===== config.mk =====
export PLATFORM = sky130hd
export DESIGN_NAME = iterative_multiplier_unit
export DESIGN_NICKNAME = d
export VERILOG_FILES = /design/src/rtl/iterative_multiplier_unit_pkg.sv /design/src/rtl/iterative_multiplier_unit_datapath.sv /design/src/rtl/iterative_multiplier_unit.sv
export SDC_FILE = /design/constraint.sdc
export NUM_CORES = 1
export LEC_CHECK = 0
export ABC_AREA = 1
export CORE_MARGIN = 5
export CORE_UTILIZATION = 31
export DETAILED_ROUTE_END_ITERATION = 8
export HOLD_SLACK_MARGIN = 0.02
export SETUP_SLACK_MARGIN = 0.2
export SYNTH_ARGS = -nofsm -noshare
export SYNTH_HDL_FRONTEND = slang
export SYNTH_SLANG_ARGS = --single-unit

===== constraint.sdc =====
create_clock -name clk -period 2.77 [get_ports clk]
set_input_delay 0.554 -clock clk [delete_from_list [all_inputs] [get_ports clk]]
set_output_delay 0.554 -clock clk [all_outputs]
set_load 0.01 [all_outputs]

===== src/rtl/iterative_multiplier_unit_pkg.sv =====
// Shared definitions for the iterative shift-add multiplier: FSM encoding,
// default operand width and the reserved register index.
package iterative_multiplier_unit_pkg;

  typedef enum logic [1:0] {
    ST_IDLE = 2'd0,
    ST_RUN  = 2'd1,
    ST_DONE = 2'd2
  } state_e;

  localparam int          W_DEFAULT = 32;
  localparam logic [3:0]  R15_IDX   = 4'd15;

endpackage


===== src/rtl/iterative_multiplier_unit_datapath.sv =====
// Radix-2 shift-add core: W-bit multiplicand, 2W-bit accumulator whose low
// half starts as the multiplier and drains one bit per step.
module shift_add_datapath
  import iterative_multiplier_unit_pkg::*;
#(
  parameter int W = W_DEFAULT
) (
  input  logic           clk,
  input  logic           rst_n,
  input  logic           load,
  input  logic           step,
  input  logic [W-1:0]   mcand_in,
  input  logic [W-1:0]   mplier_in,
  output logic [2*W-1:0] acc_step
);

  logic [W-1:0]   mcand_d, mcand_q;
  logic [2*W-1:0] acc_d, acc_q;
  logic [W:0]     sum;

  // Carry out of the upper-half add becomes the new MSB after the shift.
  always_comb begin
    sum      = {1'b0, acc_q[2*W-1:W]} + (acc_q[0] ? {1'b0, mcand_q} : '0);
    acc_step = {sum, acc_q[W-1:1]};
  end

  always_comb begin
    mcand_d = mcand_q;
    acc_d   = acc_q;
    if (load) begin
      mcand_d = mcand_in;
      acc_d   = {{W{1'b0}}, mplier_in};
    end else if (step) begin
      acc_d   = acc_step;
    end
  end

  always_ff @(posedge clk or negedge rst_n) begin
    if (!rst_n) begin
      mcand_q <= '0;
      acc_q   <= '0;
    end else begin
      mcand_q <= mcand_d;
      acc_q   <= acc_d;
    end
  end

endmodule


===== src/rtl/iterative_multiplier_unit.sv =====
// Fixed-latency iterative multiplier with register-file writeback: sign
// handling, step counter and FSM here, arithmetic in shift_add_datapath.
module iterative_multiplier_unit
  import iterative_multiplier_unit_pkg::*;
#(
  parameter int W = W_DEFAULT
) (
  input  logic         clk,
  input  logic         reset_asynchronous_n,
  input  logic         inp_start,
  input  logic         inp_flush,
  input  logic         inp_signed,
  input  logic [W-1:0] inp_operand0,
  input  logic [W-1:0] inp_operand1,
  input  logic [3:0]   inp_dest_address,
  output logic         out_busy,
  output logic         out_done,
  output logic [W-1:0] out_result_low,
  output logic [W-1:0] out_result_high,
  output logic [3:0]   out_write_address,
  output logic         out_write_enable,
  output logic         out_error
);

  localparam int CW = $clog2(W);

  state_e         state_d, state_q;
  logic [CW-1:0]  cnt_d, cnt_q;
  logic           neg_d, neg_q;
  logic [3:0]     dest_d, dest_q;
  logic           busy_d, busy_q;
  logic           done_d, done_q;
  logic           we_d, we_q;
  logic           err_d, err_q;
  logic [W-1:0]   res_lo_d, res_lo_q, res_hi_d, res_hi_q;

  logic           dp_load, dp_step;
  logic [W-1:0]   mag0, mag1;
  logic [2*W-1:0] dp_acc_step, product;

  // Magnitudes fit in W unsigned bits, including -2^(W-1).
  always_comb begin
    mag0    = (inp_signed && inp_operand0[W-1]) ? -inp_operand0 : inp_operand0;
    mag1    = (inp_signed && inp_operand1[W-1]) ? -inp_operand1 : inp_operand1;
    product = neg_q ? -dp_acc_step : dp_acc_step;
  end

  shift_add_datapath #(.W(W)) u_dp (
    .clk       (clk),
    .rst_n     (reset_asynchronous_n),
    .load      (dp_load),
    .step      (dp_step),
    .mcand_in  (mag0),
    .mplier_in (mag1),
    .acc_step  (dp_acc_step)
  );

  always_comb begin
    state_d  = state_q;
    cnt_d    = cnt_q;
    neg_d    = neg_q;
    dest_d   = dest_q;
    done_d   = 1'b0;
    we_d     = 1'b0;
    err_d    = 1'b0;
    res_lo_d = res_lo_q;
    res_hi_d = res_hi_q;
    dp_load  = 1'b0;
    dp_step  = 1'b0;
    case (state_q)
      ST_IDLE: begin
        if (inp_start) begin
          state_d = ST_RUN;
          cnt_d   = CW'(W - 1);
          neg_d   = inp_signed & (inp_operand0[W-1] ^ inp_operand1[W-1]);
          dest_d  = inp_dest_address;
          dp_load = 1'b1;
        end
      end
      ST_RUN: begin
        dp_step = 1'b1;
        cnt_d   = cnt_q - 1'b1;
        if (cnt_q == '0) begin
          state_d  = ST_DONE;
          cnt_d    = '0;
          done_d   = 1'b1;
          we_d     = (dest_q != R15_IDX);
          err_d    = (dest_q == R15_IDX);
          res_lo_d = product[W-1:0];
          res_hi_d = product[2*W-1:W];
        end
      end
      default: state_d = ST_IDLE;
    endcase
    // Flush overrides everything, including a start seen in the same cycle.
    if (inp_flush) begin
      state_d  = ST_IDLE;
      done_d   = 1'b0;
      we_d     = 1'b0;
      err_d    = 1'b0;
      res_lo_d = res_lo_q;
      res_hi_d = res_hi_q;
      dp_load  = 1'b0;
      dp_step  = 1'b0;
    end
    busy_d = (state_d != ST_IDLE);
  end

  always_ff @(posedge clk or negedge reset_asynchronous_n) begin
    if (!reset_asynchronous_n) begin
      state_q  <= ST_IDLE;
      cnt_q    <= '0;
      neg_q    <= 1'b0;
      dest_q   <= '0;
      busy_q   <= 1'b0;
      done_q   <= 1'b0;
      we_q     <= 1'b0;
      err_q    <= 1'b0;
      res_lo_q <= '0;
      res_hi_q <= '0;
    end else begin
      state_q  <= state_d;
      cnt_q    <= cnt_d;
      neg_q    <= neg_d;
      dest_q   <= dest_d;
      busy_q   <= busy_d;
      done_q   <= done_d;
      we_q     <= we_d;
      err_q    <= err_d;
      res_lo_q <= res_lo_d;
      res_hi_q <= res_hi_d;
    end
  end

  assign out_busy          = busy_q;
  assign out_done          = done_q;
  assign out_write_enable  = we_q;
  assign out_error         = err_q;
  assign out_write_address = dest_q;
  assign out_result_low    = res_lo_q;
  assign out_result_high   = res_hi_q;

endmodule

==> results.py <==
metrics = {
    "status": {
        "status": "finished, violations left",
        "violations": "negative setup slack",
    },
    "final_layout": {
        "layout.nets": 2413,
        "layout_commonest_cell": "nand2_1",
        "drive_gt1_share_pct": 25.6,
        "postLayoutCellArea_um2": 18700,
        "antenna_cells": 0,
        "syn2layout_area_growth_pct": 42.4,
        "most-common-layout-cells": "nand2_1 (557), inv_1 (221), buf_4 (190)",
    },
    "timing": {
        "worst-slew-pin-transition_ns": 0.922,
        "final.period_utilization_pct": 106,
        "relSlewSlack_pct": 38.5,
        "fmax_mhz": 342,
        "holdWs_ns": 0.0432,
        "setup_viol": 18,
        "setup_ws_ns": -0.158,
        "rsz0062_at_grt": "yes",
        "min_period_ns": 2.93,
        "fin_worst_skew_ns": 0.0202,
        "tns_ns": -1.82,
        "hold_viol_final": 0,
        "slew_violations": 0,
    },
    "placed_design": {
        "gp_congestion": 0.904,
        "dp_slack_ns": -0.356,
        "portBuffers": 144,
        "dp_hpwl_um": 35800,
        "place_area_um2": 16400,
    },
    "critical_path": {
        "crit_chain": "buf_12, nand2_4, inv_4, ha_4, fa_2, buf_4, xor2_4, buf_4, nor2_4, nand2_1, nor2_2, nand3_2, nor2_4, nand3_2, nand2_2, nand2_1, nand3_2, nand2_1",
        "path_delay_family": "simple AND/OR/NAND/NOR gates",
        "required_ns": 3.10,
        "worstPathMaxFanout": 5,
        "path_buf_inv": 4,
        "start_kind": "flop",
        "slowest_delay_ns": 0.47,
        "cpMaxStageDelayCell": "dfrtp_2",
        "cp.arrival_ns": 3.26,
        "crit_path_end_kind": "flop",
        "critical_path_class": "reg -> reg",
    },
    "power_and_ir_drop": {
        "ir_drop_mv": 0.561,
        "leakagePower_nw": 9.21,
        "power_density_nw_per_um2": 757,
        "pwr-share-seq_pct": 25.2,
        "p_sw_share_pct": 43.3,
        "internal_power_mw": 8.03,
        "p_sw_mw": 6.14,
        "clock_power_share_pct": 18.9,
        "pwr-share-comb_pct": 55.9,
    },
    "global_routing": {
        "grt_pass1_wl_um": 71900,
        "met1_usage_pct": 26.9,
        "grt_usage_pct": 19.2,
        "grt_busiest_layer": "met2",
        "grt_overflow_total": 0,
        "use_met3_pct": 2.30,
        "use_met2_pct": 30.9,
        "grt_max_degree": 60,
        "grt_pass1_vias": 13359,
        "antenna_found_initial": 0,
    },
    "drt": {
        "vias": 13709,
        "drc": 0,
        "drtAntennaViolNets": 0,
        "dr.pass1.iters": 7,
        "via_per_inst": 4.80,
        "wl_um": 46000,
        "first_iter_violations": 1054,
        "routedWlPerCell_um": 16.1,
    },
    "clock_network": {
        "cts_buffer_depth": 2,
        "cts_buffers": 17,
        "htreeDepth": 4,
        "clkSinkCount": 176,
        "hold_buffers": 0,
        "clkLatencyLatePin_ns": 0.44,
        "cts_root_buf": "clkbuf_16",
        "cts_tree": "built",
        "cts.clk_slew.worst_paths_ns": 0.08,
    },
    "logic_synthesis": {
        "yosys.area.top_type_share_pct": 33.5,
        "syn_area_per_cell_um2": 6.60,
        "post-synth-top-area-cell": "dfrtp_1",
        "synthMuxAreaShare_pct": 0,
        "synth.cell_area_um2": 13200,
        "synth_top_family_by_area": "simple AND/OR/NAND/NOR gates",
        "ys.flop_type": "dfrtp_1",
        "seq_area_frac_synth_pct": 33.5,
        "synthTopCellsByArea": "dfrtp_1 (33%), nand2_1 (19%), inv_1 (7.1%)",
        "yosys_warnings": 0,
        "syn_inst": 1992,
        "synth-xor-area-share_pct": 6.39,
        "synthAdderAreaFrac_pct": 3.58,
        "synth_edf_count": 0,
        "synth-async-reset-ratio_pct": 100,
        "synthesis.nets": 2102,
        "synth_compound_area_share_pct": 11.3,
        "yosys.area_share.simple_pct": 35.9,
        "yosys.cell_types.count": 47,
        "ys_ff_latch": 176,
    },
    "floorplanning": {
        "row_count": 75,
        "fp.dieW_um": 216,
        "ioPinCount": 145,
        "initial_utilization_pct": 31.3,
        "die_h_um": 216,
        "die_area_um2": 46600,
        "coreArea_um2": 41900,
    },
    "run": {
        "cap_violations": 0,
    },
    "min_path": {
        "hold_path.class": "in -> async",
    },
}
==> power by group through the flow <==
stage               combinational, mW  sequential, mW  clock, mW
detailed placement               6.25            3.52          0
global placement                 6.19            3.51          0
CTS                              7.17            3.55       2.73
finish                           7.92            3.58       2.68
global route                     8.62            3.63       2.84
floorplan                        3.70            3.37          0
==> worst paths after layout <==
path	endpoint	slack [ns]	start	depth (start not counted)
max in group asynchronous	u_dp.acc_q[38]	1.91	reset_asynchronous_n	2
max	out_result_high[21]	-0.16	u_dp.acc_q[0]	18
max reg2reg	out_result_high[21]	-0.16	u_dp.acc_q[0]	18
min	out_write_address[0]	0.04	reset_asynchronous_n	1
min in group clk	out_result_high[24]	0.47	out_result_high[24]	2
min reg2reg	out_result_high[24]	0.47	out_result_high[24]	2
==> stage by stage <==
stage          utilization, %  std cells  power [mW]
2_1_floorplan               -       1992        7.06
5_1_grt                  44.6       2855        15.1
4_1_cts                  42.9       2835        13.4
6_report                 44.6       2855        14.2
3_5_place_dp             39.1       2787        9.78
3_3_place_gp             39.1       2787        9.71
==> registers in the layout, summed over array words and instances, names as in the netlist <==
register and flops:
u_dp.acc_q 64, out_result_high 32, out_result_low 32, u_dp.mcand_q 32
cnt_q 5, out_write_address 4, state_q 2, neg_q 1
out_busy 1, out_done 1, out_error 1, out_write_enable 1
==> per-layer routing <==
metal / up-vias / part of all wire (%)
met4: 0 / 3.2
met3: 67 / 3.8
met2: 301 / 46
met5: - / 0
li1: 6931 / -
met1: 6410 / 47
==> what timing repair did <==
item                                    CTS  global route
buffers inserted                         16            18
endpoints found under the setup margin   34            43
gates cloned                              0             2
pin swaps                                49            82
resized for setup                       179           165
==> final cells by class <==
type | instances | area (um2)
clock inverter | 11 | 176
inverter | 269 | 1020
multi-input combinational | 1491 | 8880
tap | 539 | 674
fill | 4231 | 23200
clock buffer | 21 | 460
timing repair buffer | 348 | 3110
sequential | 176 | 4410
==> cells by family after synthesis <==
logic type,Yosys count
AO/OA/AOI/OAI,271
AND/OR/NAND/NOR,1087
buffers and inverters,325
adder cells (fa/ha/maj),37
flip-flops,176
XOR/XNOR,96
==> synthesized netlist by cell type (2+ instances only) <==
| cell | instances |
|---|---|
| nor4_1 | 9 |
| nand4_1 | 22 |
| o21ai_1 | 8 |
| nand2_1 | 665 |
| nor2_2 | 21 |
| xnor2_1 | 21 |
| nor2_1 | 159 |
| nor3_1 | 15 |
| ha_1 | 36 |
| xor2_1 | 75 |
| o21ai_0 | 176 |
| nor2_4 | 7 |
| o22ai_1 | 2 |
| o211ai_1 | 10 |
| a21oi_2 | 2 |
| and2_1 | 4 |
| buf_2 | 5 |
| a31oi_1 | 8 |
| o21ai_2 | 5 |
| o31ai_1 | 9 |
| nor3_2 | 3 |
| nand3b_4 | 3 |
| inv_1 | 250 |
| o221ai_1 | 6 |
| clkinv_1 | 5 |
| inv_2 | 14 |
| nand3_1 | 117 |
| nand3_2 | 6 |
| nand2_2 | 39 |
| dfrtp_1 | 176 |
| buf_1 | 4 |
| a21oi_1 | 38 |
| nand2_4 | 3 |
| and3_1 | 2 |
| clkbuf_1 | 46 |
| nand3b_1 | 10 |
(Power assumes the default switching activity.)
